===== src/rtl/entropy_encoder_ctrl_if.sv =====
// Op-word source bus into entropy_encoder_ctrl: valid/ready handshake plus one encoder op word.
interface entropy_encoder_ctrl_if #(
  parameter int RANGE_WIDTH  = 16,
  parameter int SYMBOL_WIDTH = 4
);
  logic                    in_valid;
  logic                    in_ready;
  logic [RANGE_WIDTH-1:0]  in_fl;
  logic [RANGE_WIDTH-1:0]  in_fh;
  logic [SYMBOL_WIDTH-1:0] in_symbol_1;
  logic [SYMBOL_WIDTH-1:0] in_symbol_2;
  logic [SYMBOL_WIDTH:0]   in_nsyms;
  logic                    in_bool_1;
  logic                    in_bool_2;
  logic                    in_last;

  modport master (
    output in_valid, in_fl, in_fh, in_symbol_1, in_symbol_2, in_nsyms, in_bool_1, in_bool_2, in_last,
    input  in_ready
  );

  modport slave (
    input  in_valid, in_fl, in_fh, in_symbol_1, in_symbol_2, in_nsyms, in_bool_1, in_bool_2, in_last,
    output in_ready
  );
endinterface


===== src/rtl/entropy_encoder_ctrl.sv =====
// Frame sequencer: buffers one frame of encoder ops and replays them gap-free with first/final flags.
// Optional ENC_CTRL_STATS_EN adds stat_frames / stat_ops counters.
module entropy_encoder_ctrl #(
  parameter int RANGE_WIDTH   = 16,
  parameter int SYMBOL_WIDTH  = 4,
  parameter int FIFO_AW       = 4,
  parameter int START_LEVEL   = 12,
  parameter int DRAIN_TIMEOUT = 64
) (
  input  logic                    top_clk,
  input  logic                    top_reset,
  entropy_encoder_ctrl_if.slave   op,
  output logic [RANGE_WIDTH-1:0]  enc_fl,
  output logic [RANGE_WIDTH-1:0]  enc_fh,
  output logic [SYMBOL_WIDTH-1:0] enc_symbol_1,
  output logic [SYMBOL_WIDTH-1:0] enc_symbol_2,
  output logic [SYMBOL_WIDTH:0]   enc_nsyms,
  output logic                    enc_bool_1,
  output logic                    enc_bool_2,
  output logic                    enc_flag_first,
  output logic                    enc_final_flag,
  input  logic                    enc_flag_last,
  output logic                    busy,
  output logic                    err_underrun,
  output logic                    err_timeout
`ifdef ENC_CTRL_STATS_EN
  ,
  output logic [15:0]             stat_frames,
  output logic [31:0]             stat_ops
`endif
);

  localparam int DEPTH = 2 ** FIFO_AW;
  localparam int CW    = $clog2(DRAIN_TIMEOUT + 1);
  localparam logic [FIFO_AW:0] DEPTH_V   = (FIFO_AW + 1)'(DEPTH);
  localparam logic [FIFO_AW:0] START_V   = (FIFO_AW + 1)'(START_LEVEL);
  localparam logic [CW-1:0]    DRAIN_MAX = CW'(DRAIN_TIMEOUT);

  typedef enum logic [2:0] {IDLE, FILL, STREAM, FINAL, DRAIN, ERR} state_t;

  typedef struct packed {
    logic [RANGE_WIDTH-1:0]  fl;
    logic [RANGE_WIDTH-1:0]  fh;
    logic [SYMBOL_WIDTH-1:0] symbol_1;
    logic [SYMBOL_WIDTH-1:0] symbol_2;
    logic [SYMBOL_WIDTH:0]   nsyms;
    logic                    bool_1;
    logic                    bool_2;
    logic                    last;
  } op_t;

  op_t              mem_r [DEPTH];
  state_t           state_r;
  logic [FIFO_AW:0] wr_ptr_r;
  logic [FIFO_AW:0] rd_ptr_r;
  logic             last_acc_r;
  logic             first_r;
  logic [CW-1:0]    drain_cnt_r;

  logic [FIFO_AW:0] occ_s;
  logic             full_s;
  logic             empty_s;
  logic             in_ready_s;
  logic             push_s;
  logic             pop_s;
  op_t              wr_op_s;
  op_t              head_s;

  // The extra pointer bit separates full from empty when the low bits coincide.
  assign occ_s      = wr_ptr_r - rd_ptr_r;
  assign full_s     = (occ_s == DEPTH_V);
  assign empty_s    = (wr_ptr_r == rd_ptr_r);
  assign in_ready_s = !full_s && !last_acc_r && (state_r != ERR);
  assign push_s     = op.in_valid && in_ready_s;
  assign pop_s      = (state_r == STREAM) && !empty_s;
  assign head_s     = mem_r[rd_ptr_r[FIFO_AW-1:0]];
  assign op.in_ready = in_ready_s;
  assign busy       = (state_r != IDLE);

  assign wr_op_s = '{fl: op.in_fl, fh: op.in_fh, symbol_1: op.in_symbol_1, symbol_2: op.in_symbol_2,
                     nsyms: op.in_nsyms, bool_1: op.in_bool_1, bool_2: op.in_bool_2, last: op.in_last};

  // Op storage; contents are don't-care until written, so no reset.
  always_ff @(posedge top_clk) begin
    if (push_s) begin
      mem_r[wr_ptr_r[FIFO_AW-1:0]] <= wr_op_s;
    end
  end

  // Sequencer state, FIFO pointers, error flags and registered encoder outputs.
  always_ff @(posedge top_clk) begin
    if (!top_reset) begin
      state_r        <= IDLE;
      wr_ptr_r       <= '0;
      rd_ptr_r       <= '0;
      last_acc_r     <= 1'b0;
      first_r        <= 1'b0;
      drain_cnt_r    <= '0;
      enc_fl         <= '0;
      enc_fh         <= '0;
      enc_symbol_1   <= '0;
      enc_symbol_2   <= '0;
      enc_nsyms      <= '0;
      enc_bool_1     <= 1'b0;
      enc_bool_2     <= 1'b0;
      enc_flag_first <= 1'b0;
      enc_final_flag <= 1'b0;
      err_underrun   <= 1'b0;
      err_timeout    <= 1'b0;
`ifdef ENC_CTRL_STATS_EN
      stat_frames    <= 16'd0;
      stat_ops       <= 32'd0;
`endif
    end else begin
      if (push_s) begin
        wr_ptr_r <= wr_ptr_r + 1'b1;
      end
      if (pop_s) begin
        rd_ptr_r <= rd_ptr_r + 1'b1;
`ifdef ENC_CTRL_STATS_EN
        stat_ops <= stat_ops + 32'd1;
`endif
      end
      if (push_s && op.in_last) begin
        last_acc_r <= 1'b1;
      end
      // Encoder sees zeros unless a pop loads it this cycle.
      enc_fl         <= '0;
      enc_fh         <= '0;
      enc_symbol_1   <= '0;
      enc_symbol_2   <= '0;
      enc_nsyms      <= '0;
      enc_bool_1     <= 1'b0;
      enc_bool_2     <= 1'b0;
      enc_flag_first <= 1'b0;
      enc_final_flag <= 1'b0;
      case (state_r)
        IDLE: begin
          if (push_s) begin
            state_r <= FILL;
          end
        end
        FILL: begin
          first_r <= 1'b1;
          if ((occ_s >= START_V) || last_acc_r) begin
            state_r <= STREAM;
          end
        end
        STREAM: begin
          if (pop_s) begin
            enc_fl         <= head_s.fl;
            enc_fh         <= head_s.fh;
            enc_symbol_1   <= head_s.symbol_1;
            enc_symbol_2   <= head_s.symbol_2;
            enc_nsyms      <= head_s.nsyms;
            enc_bool_1     <= head_s.bool_1;
            enc_bool_2     <= head_s.bool_2;
            enc_flag_first <= first_r;
            first_r        <= 1'b0;
            if (head_s.last) begin
              state_r <= FINAL;
            end
          end else begin
            state_r      <= ERR;
            err_underrun <= 1'b1;
          end
        end
        FINAL: begin
          enc_final_flag <= 1'b1;
          drain_cnt_r    <= '0;
          state_r        <= DRAIN;
        end
        DRAIN: begin
          if (enc_flag_last) begin
            state_r    <= IDLE;
            last_acc_r <= 1'b0;
`ifdef ENC_CTRL_STATS_EN
            stat_frames <= stat_frames + 16'd1;
`endif
          end else if (drain_cnt_r == DRAIN_MAX) begin
            state_r     <= ERR;
            err_timeout <= 1'b1;
          end else begin
            drain_cnt_r <= drain_cnt_r + 1'b1;
          end
        end
        ERR: begin
          state_r <= ERR;
        end
        default: begin
          state_r <= ERR;
        end
      endcase
    end
  end

endmodule


===== src/flat_wrapper.sv =====
// flat-port wrapper written by rule: the top's interface ports become plain ports
module entropy_encoder_ctrl_flat 
#(
  parameter int RANGE_WIDTH   = 16,
  parameter int SYMBOL_WIDTH  = 4,
  parameter int FIFO_AW       = 4,
  parameter int START_LEVEL   = 12,
  parameter int DRAIN_TIMEOUT = 64
)
  (top_clk, top_reset, enc_fl, enc_fh, enc_symbol_1, enc_symbol_2, enc_nsyms, enc_bool_1, enc_bool_2, enc_flag_first, enc_final_flag, enc_flag_last, busy, err_underrun, err_timeout, op_in_valid, op_in_fl, op_in_fh, op_in_symbol_1, op_in_symbol_2, op_in_nsyms, op_in_bool_1, op_in_bool_2, op_in_last, op_in_ready);
  entropy_encoder_ctrl_if #(.RANGE_WIDTH(RANGE_WIDTH), .SYMBOL_WIDTH(SYMBOL_WIDTH)) op_i ();
  input  logic top_clk;
  input  logic top_reset;
  output logic [RANGE_WIDTH-1:0] enc_fl;
  output logic [RANGE_WIDTH-1:0] enc_fh;
  output logic [SYMBOL_WIDTH-1:0] enc_symbol_1;
  output logic [SYMBOL_WIDTH-1:0] enc_symbol_2;
  output logic [SYMBOL_WIDTH:0] enc_nsyms;
  output logic enc_bool_1;
  output logic enc_bool_2;
  output logic enc_flag_first;
  output logic enc_final_flag;
  input  logic enc_flag_last;
  output logic busy;
  output logic err_underrun;
  output logic err_timeout;
  input wire logic [$bits(op_i.in_valid)-1:0] op_in_valid;
  input wire logic [$bits(op_i.in_fl)-1:0] op_in_fl;
  input wire logic [$bits(op_i.in_fh)-1:0] op_in_fh;
  input wire logic [$bits(op_i.in_symbol_1)-1:0] op_in_symbol_1;
  input wire logic [$bits(op_i.in_symbol_2)-1:0] op_in_symbol_2;
  input wire logic [$bits(op_i.in_nsyms)-1:0] op_in_nsyms;
  input wire logic [$bits(op_i.in_bool_1)-1:0] op_in_bool_1;
  input wire logic [$bits(op_i.in_bool_2)-1:0] op_in_bool_2;
  input wire logic [$bits(op_i.in_last)-1:0] op_in_last;
  output wire logic [$bits(op_i.in_ready)-1:0] op_in_ready;
  assign op_i.in_valid = op_in_valid;
  assign op_i.in_fl = op_in_fl;
  assign op_i.in_fh = op_in_fh;
  assign op_i.in_symbol_1 = op_in_symbol_1;
  assign op_i.in_symbol_2 = op_in_symbol_2;
  assign op_i.in_nsyms = op_in_nsyms;
  assign op_i.in_bool_1 = op_in_bool_1;
  assign op_i.in_bool_2 = op_in_bool_2;
  assign op_i.in_last = op_in_last;
  assign op_in_ready = op_i.in_ready;
  entropy_encoder_ctrl #(.RANGE_WIDTH(RANGE_WIDTH), .SYMBOL_WIDTH(SYMBOL_WIDTH), .FIFO_AW(FIFO_AW), .START_LEVEL(START_LEVEL), .DRAIN_TIMEOUT(DRAIN_TIMEOUT)) u_core (.top_clk(top_clk), .top_reset(top_reset), .op(op_i), .enc_fl(enc_fl), .enc_fh(enc_fh), .enc_symbol_1(enc_symbol_1), .enc_symbol_2(enc_symbol_2), .enc_nsyms(enc_nsyms), .enc_bool_1(enc_bool_1), .enc_bool_2(enc_bool_2), .enc_flag_first(enc_flag_first), .enc_final_flag(enc_final_flag), .enc_flag_last(enc_flag_last), .busy(busy), .err_underrun(err_underrun), .err_timeout(err_timeout));
endmodule

===== config.mk =====
export PLATFORM = sky130hd
export DESIGN_NAME = entropy_encoder_ctrl_flat
export DESIGN_NICKNAME = d
export VERILOG_FILES = /design/src/rtl/entropy_encoder_ctrl_if.sv /design/src/rtl/entropy_encoder_ctrl.sv /design/src/flat_wrapper.sv
export SDC_FILE = /design/constraint.sdc
export NUM_CORES = 1
export LEC_CHECK = 0
export BUFFER_PORTS_ARGS = -buffer_cell sky130_fd_sc_hd__buf_4
export CORE_MARGIN = 2
export CORE_UTILIZATION = 58
export DETAILED_ROUTE_END_ITERATION = 8
export PLACE_DENSITY = 0.72
export SYNTH_ARGS = -nofsm -noshare
export SYNTH_HDL_FRONTEND = slang
export SYNTH_SLANG_ARGS = --single-unit

===== constraint.sdc =====
create_clock -name top_clk -period 13.9 [get_ports top_clk]
set_clock_uncertainty 0.15 [all_clocks]
set_input_delay 0.695 -clock top_clk [delete_from_list [all_inputs] [get_ports top_clk]]
set_output_delay 0.695 -clock top_clk [all_outputs]
set_load 0.02 [all_outputs]

==> results of run 1 <==
-- path summary, 6_finish.rpt --
| kind | startpoint | end | slack, ps | cells past startpoint |
|---|---|---|---|---|
| worst min-delay path | op_in_fh[4] | u_core.mem_r[9][20] | 210 | 1 |
| worst min register to register | u_core.err_timeout | u_core.err_timeout | 320 | 1 |
| worst max register to register | flop | u_core.state_r[0] | 9570 | 7 |
| worst max-delay path | flop | u_core.state_r[0] | 9570 | 7 |
-- cell type report --
type                       instances  area, um2  share of cell area, %
inverter                          10      37.54                 0.1039
multi-input combinational        535       6905                  19.11
clock buffer                     121       2414                  6.681
clock inverter                    31      289.0                 0.8000
sequential                       845      24620                  68.14
timing repair buffer             132      991.0                  2.743
tap                              696      870.8                  2.410
antenna                            1      2.502               0.006926
-- worst register-to-register path, stage by stage, from the launching register on --
cell and delay (ps):
dfxtp_4 790, buf_4 850, buf_4 890, mux4_2 630
mux4_2 520, nand2b_1 170, o2111ai_1 120, o22ai_1 100
-- synthesized netlist by cell type (6+ instances only) --
library cell and instances:
buf_2 24, edfxtp_1 768, clkbuf_1 43, mux4_2 193, xor2_1 7, nor2_1 18
mux2i_1 51, nor2b_1 58, a211oi_1 94, and2_1 7, inv_1 9, a21oi_1 11
ha_1 11, and3_1 16, buf_1 11, nand2_1 17, xnor2_1 6, dfxtp_1 77
-- power by group through the flow --
stage	sequential, mW	combinational [mW]	clock [mW]
final	2.85	0.278	2.20
after floorplan	2.90	0.186	0
after global routing	2.85	0.303	2.34
after global placement	2.90	0.272	0
after CTS	2.85	0.282	2.23
after detailed placement	2.90	0.280	0
-- metrics by stage --
| stage | hold slack [ps] | utilization (%) | power (mW) |
|---|---|---|---|
| 2_1_floorplan | 304.4 | - | 3.082 |
| 3_3_place_gp | 298.4 | 61.86 | 3.170 |
| 3_5_place_dp | 307.6 | 61.86 | 3.180 |
| 4_1_cts | 184.0 | 66.87 | 5.362 |
| 5_1_grt | 215.0 | 66.87 | 5.497 |
| 6_report | 211.4 | 66.87 | 5.327 |
-- state kept, by name, indices dropped and copies added (netlist names), named ones only --
signal,cells
u_core.first_r,1
u_core.enc_flag_first,1
u_core.last_acc_r,1
u_core.enc_fl,16
u_core.drain_cnt_r,7
u_core.wr_ptr_r,5
u_core.enc_symbol_2,4
u_core.enc_bool_1,1
u_core.enc_bool_2,1
u_core.enc_symbol_1,4
u_core.enc_nsyms,5
u_core.enc_fh,16
u_core.rd_ptr_r,5
u_core.enc_final_flag,1
u_core.err_underrun,1
u_core.state_r,3
u_core.mem_r,768
u_core.err_timeout,1
-- cells by family after synthesis --
kind of cell	count (synthesis)	share of synthesized area [%]
AND/OR/NAND/NOR	142	2.623
flip-flops	845	77.22
adder cells (fa/ha/maj)	11	0.4320
XOR/XNOR	13	0.3574
buffers and inverters	92	1.237
multiplexers	244	15.25
AO/OA/AOI/OAI	125	2.883
-- layer usage --
metal	GRT usage, %	vias up	part of all wire (%)
li1	-	6394	-
met1	33.71	7872	42
met2	37.70	488	50
met3	3.922	75	6.0
met4	6.231	4	1.5
met5	0	-	0.041
==> run metrics, run 1 <==
outcome finished, final reports clean; Max IR drop VDD roughly 0.11 mV; Final Hold Fails 0; root buffer cell clkbuf_16; Post-synth ARST share 0%; Placed Area 33420 um2; Final Cell Area ~36000 um2; Tightest Pin Transition about 1100 ps; vias 14830; Cell Chain, Critical Path buf_4 > buf_4 > mux4_2 > mux4_2 > nand2b_1 > o2111ai_1 > o22ai_1; Synthesized Nets 1535; clock power share 41.3%; fill count 3455; share of Yosys cell area claimed by the top area cell type between 70% and 80%; DRT Pass-1 Iters 7; Post-Synthesis Cells roughly 1500; CTS buffer count about 80; Final Non-Filler Cells 2371; via/cell ratio roughly 6.3; most common cell after layout, fill and taps aside edfxtp_1; worst min path class in -> reg; Slew HR between 20% and 30%; Post-CTS Resized 0; Slew Limit Fails 0; Placeable Area 54030 um2; die area 56820 um2; vias in the first global route 15760; Cells after DPL 2218; Syn-to-layout area delta 13.40%; fraction of layout cells with a size suffix above 1 28.32%; post-route setup slack 9571 ps; Avg Cell Area, Syn 21.64 um2; Yosys cell types 49; Lkg Pwr 11.33 nW; Synth warnings 0; CP Capture Type flop; clk buf depth 3; first-pass GRT wire length 97.23 mm; max cap viols 0; pre-CTS setup slack approximately 9600 ps; hpwl dp roughly 30 mm; Pint 4.246 mW; Logic pwr share 5.2%; Worst-path clk slew 60 ps; post-CTS setup buffer count 0; starting density of the core 58.97%; worst path bufs/invs 2; P_sw around 1.1 mW; initial antenna violation count 3; crit path launch type flop; I/O Pins 105; sw frac between 20 and 25%; area leader, netlist edfxtp_1; Max Fclk 231.0 MHz; sequential area share after synthesis between 70 and 80%; wire per inst 26.92 um; Die W 238.4 um; hold_buf cts 0; critical path's slowest cell buf_4; CP max FO 56; GRT Overall Usage 23.33%; sequential share of power 53.4%; synthesized cell area 31860 um2; final WL 63.82 mm; FP Rows 85; Routed Antenna Nets 0; RSZ-0062 raised after global routing no; Final Critical Period 4329 ps; EDFF count, synth 768; CTS Sinks 845; Port Buffers around 100; largest net degree at the start of global routing between 70 and 80; NumNets Final 1669; CTS tree done; most frequent cells in the layout edfxtp_1, mux4_2, buf_4, a211oi_1, clkbuf_16; total negative setup slack 0 ps; setup violators final 0; RePlAce Congestion around 0.74; fin crit share 31.14%; Die Ht about 240 um; type of the worst setup path reg -> reg; Post-synth top flop edfxtp_1; Seq cells post-synth 845; worst endpoint required time 14240 ps; First DRT Iteration DRCs 1500; DRC 0; clk_lat worst skew 620 ps; GRT overflow 0; max incr delay on CP 860 ps; WP data arrival 4670 ps; Cell Pwr Density 147.4 nW/um2; Synth area leaders edfxtp_1, mux4_2, dfxtp_1, a211oi_1, mux2i_1; CP top delay family buffers and inverters; H-tree Lvls 3
No activity file was read; power rests on OpenSTA's default activity.
==> run 2, diff against run 1 <==
--- a/config.mk
+++ b/config.mk
@@ -7,7 +7,7 @@
 export LEC_CHECK = 0
 export BUFFER_PORTS_ARGS = -buffer_cell sky130_fd_sc_hd__buf_4
 export CORE_MARGIN = 2
-export CORE_UTILIZATION = 58
+export CORE_UTILIZATION = 55
 export DETAILED_ROUTE_END_ITERATION = 8
 export PLACE_DENSITY = 0.72
 export SYNTH_ARGS = -nofsm -noshare
==> constraint.sdc (replaced) <==
create_clock -name top_clk -period 3.95 [get_ports top_clk]
set_clock_uncertainty 0.15 [all_clocks]
set_input_delay 0.1975 -clock top_clk [delete_from_list [all_inputs] [get_ports top_clk]]
set_output_delay 0.1975 -clock top_clk [all_outputs]
set_load 0.02 [all_outputs]
==> run 2 against run 1 <==
Against the previous run:
- die area grew 5.4%
- cell count rose by 5.7%
- maximum frequency is 17% higher
- wire length is 2.5% lower
- hold slack improved by 47 ps
- first-iteration DRC count decreased by 15%
- largest cell class unchanged
- clock power grew to 3.5 times the previous value
- combinational power grew to 3.8 times the previous value
- via count rose by 1.5%
- worst setup slack got worse by 9300 ps
==> run metrics, run 2 (synthesized netlist as in run 1, its figures left out) <==
clk buf depth 3; Cell Pwr Density 506.1 nW/um2; vias 15060; Lkg Pwr approximately 12 nW; wire per inst 24.85 um; H-tree Lvls 3; CTS Sinks 845; Port Buffers 104; CTS buffer count between 80 and 90; Routed Antenna Nets 0; final WL 62.24 mm; max reg flops 768; Final Critical Period 3696 ps; Die W about 240 um; fin crit share 93.58%; GRT overflow 0; die area 59870 um2; CTS tree done; max cap viols 0; FP Rows 88; Max Fclk 270.5 MHz; Slew Limit Fails 0; vias in the first global route around 16000; setup violators final 0; DRT Pass-1 Iters 5; CP max FO 26; First DRT Iteration DRCs 1277; RePlAce Congestion 0.7432; crit path launch type flop; most frequent cells in the layout edfxtp_1, mux4_2, buf_4, a211oi_1, clkbuf_16; Slew HR 30.29%; hpwl dp roughly 34 mm; Final Cell Area 37020 um2; starting density of the core 55.43%; Worst-path clk slew approximately 60 ps; most common cell after layout, fill and taps aside edfxtp_1; DRC 0; clk_lat worst skew 630 ps; fraction of layout cells with a size suffix above 1 between 20 and 30%; largest net degree at the start of global routing 74; Placed Area 33850 um2; Final Hold Fails 0; ANT cells 0; via/cell ratio 6.012; GRT Overall Usage 21.49%; Tightest Pin Transition around 1000 ps; outcome finished, final reports clean; first-pass GRT wire length 96.27 mm; NumNets Final 1736; I/O Pins 105; RSZ-0062 raised after global routing no; total chip power 18.74 mW; root buffer cell clkbuf_16; initial antenna violation count 2; WP data arrival about 3800 ps; worst endpoint required time 4060 ps; post-CTS setup buffer count 0; Die Ht approximately 240 um; CP Capture Type flop; type of the worst setup path reg -> reg; worst min path class in -> reg; Placeable Area between 50000 and 60000 um2; Max IR drop VDD 0.3578 mV; Syn-to-layout area delta 16.20%; total negative setup slack 0 ps
-- run 2: cell types whose count changed in the layout (fill, tap and decap cells not counted), sizes merged --
cell / change
buf: +13
bufinv: -1
clkbuf: +3
clkinv: -6
clkinvlp: +1
diode: -1
dlygate4sd3: +52
inv: +4
-- run 2: critical path: stages (launching register included) --
cell	delay [ps]
dfxtp_1	590
ha_1	390
a21o_1	220
a21oi_1	150
xnor2_1	160
nor4_2	120
nor2_1	770
and3_2	330
buf_4	430
-- run 2: per-stage QoR --
stage	hold slack [ps]	setup WS, ps	instances	utilization (%)
after CTS	212.3	288.3	2505	64.41
final	258.7	253.5	2505	64.41
after global routing	266.7	102.8	2505	64.41
after floorplan	146.4	330.7	1472	-
after global placement	309.1	388.9	2300	58.89
after detailed placement	318.3	326.4	2300	58.89
-- run 2: repair_timing --
action | CTS | global route
hold endpoints to repair | 796 | 0
endpoints found under the setup margin | 0 | 0
resized for setup | 0 | 0
hold buffers | 52 | 0
-- run 2: layer usage --
layer / GRT usage, % / share of wire (%)
met5: 0 / 0.034
met4: 5.506 / 1.6
met3: 3.521 / 6.0
met2: 35.91 / 51
met1: 29.97 / 42
-- run 2: path summary, 6_finish.rpt --
path | cells past startpoint | slack, ps | startpoint | endpoint
setup reg to reg | 8 | 250 | u_core.wr_ptr_r[2] | u_core.mem_r[8][25]
hold / removal | 2 | 260 | op_in_fh[6] | u_core.mem_r[13][22]
setup / recovery | 8 | 250 | u_core.wr_ptr_r[2] | u_core.mem_r[8][25]
hold reg to reg | 1 | 330 | u_core.err_timeout | u_core.err_timeout
-- run 2: report_power, final --
| group | switching, mW | internal (mW) | total (mW) | leakage (nW) |
|---|---|---|---|---|
| sequential | 0.0742 | 9.94 | 10.0 | 7.56 |
| clock | 3.20 | 4.45 | 7.65 | 1.28 |
| combinational | 0.580 | 0.492 | 1.07 | 2.78 |
| total | 3.85 | 14.9 | 18.7 | 11.6 |
-- run 2: cell type report --
class,count,area (um2)
Sequential cell,845,24620
Tap cell,765,957.2
Multi-Input combinational cell,535,6918
Fill cell,3770,20450
Clock inverter,29,270.3
Clock buffer,124,2385
Inverter,10,37.54
Timing Repair Buffer,197,1834
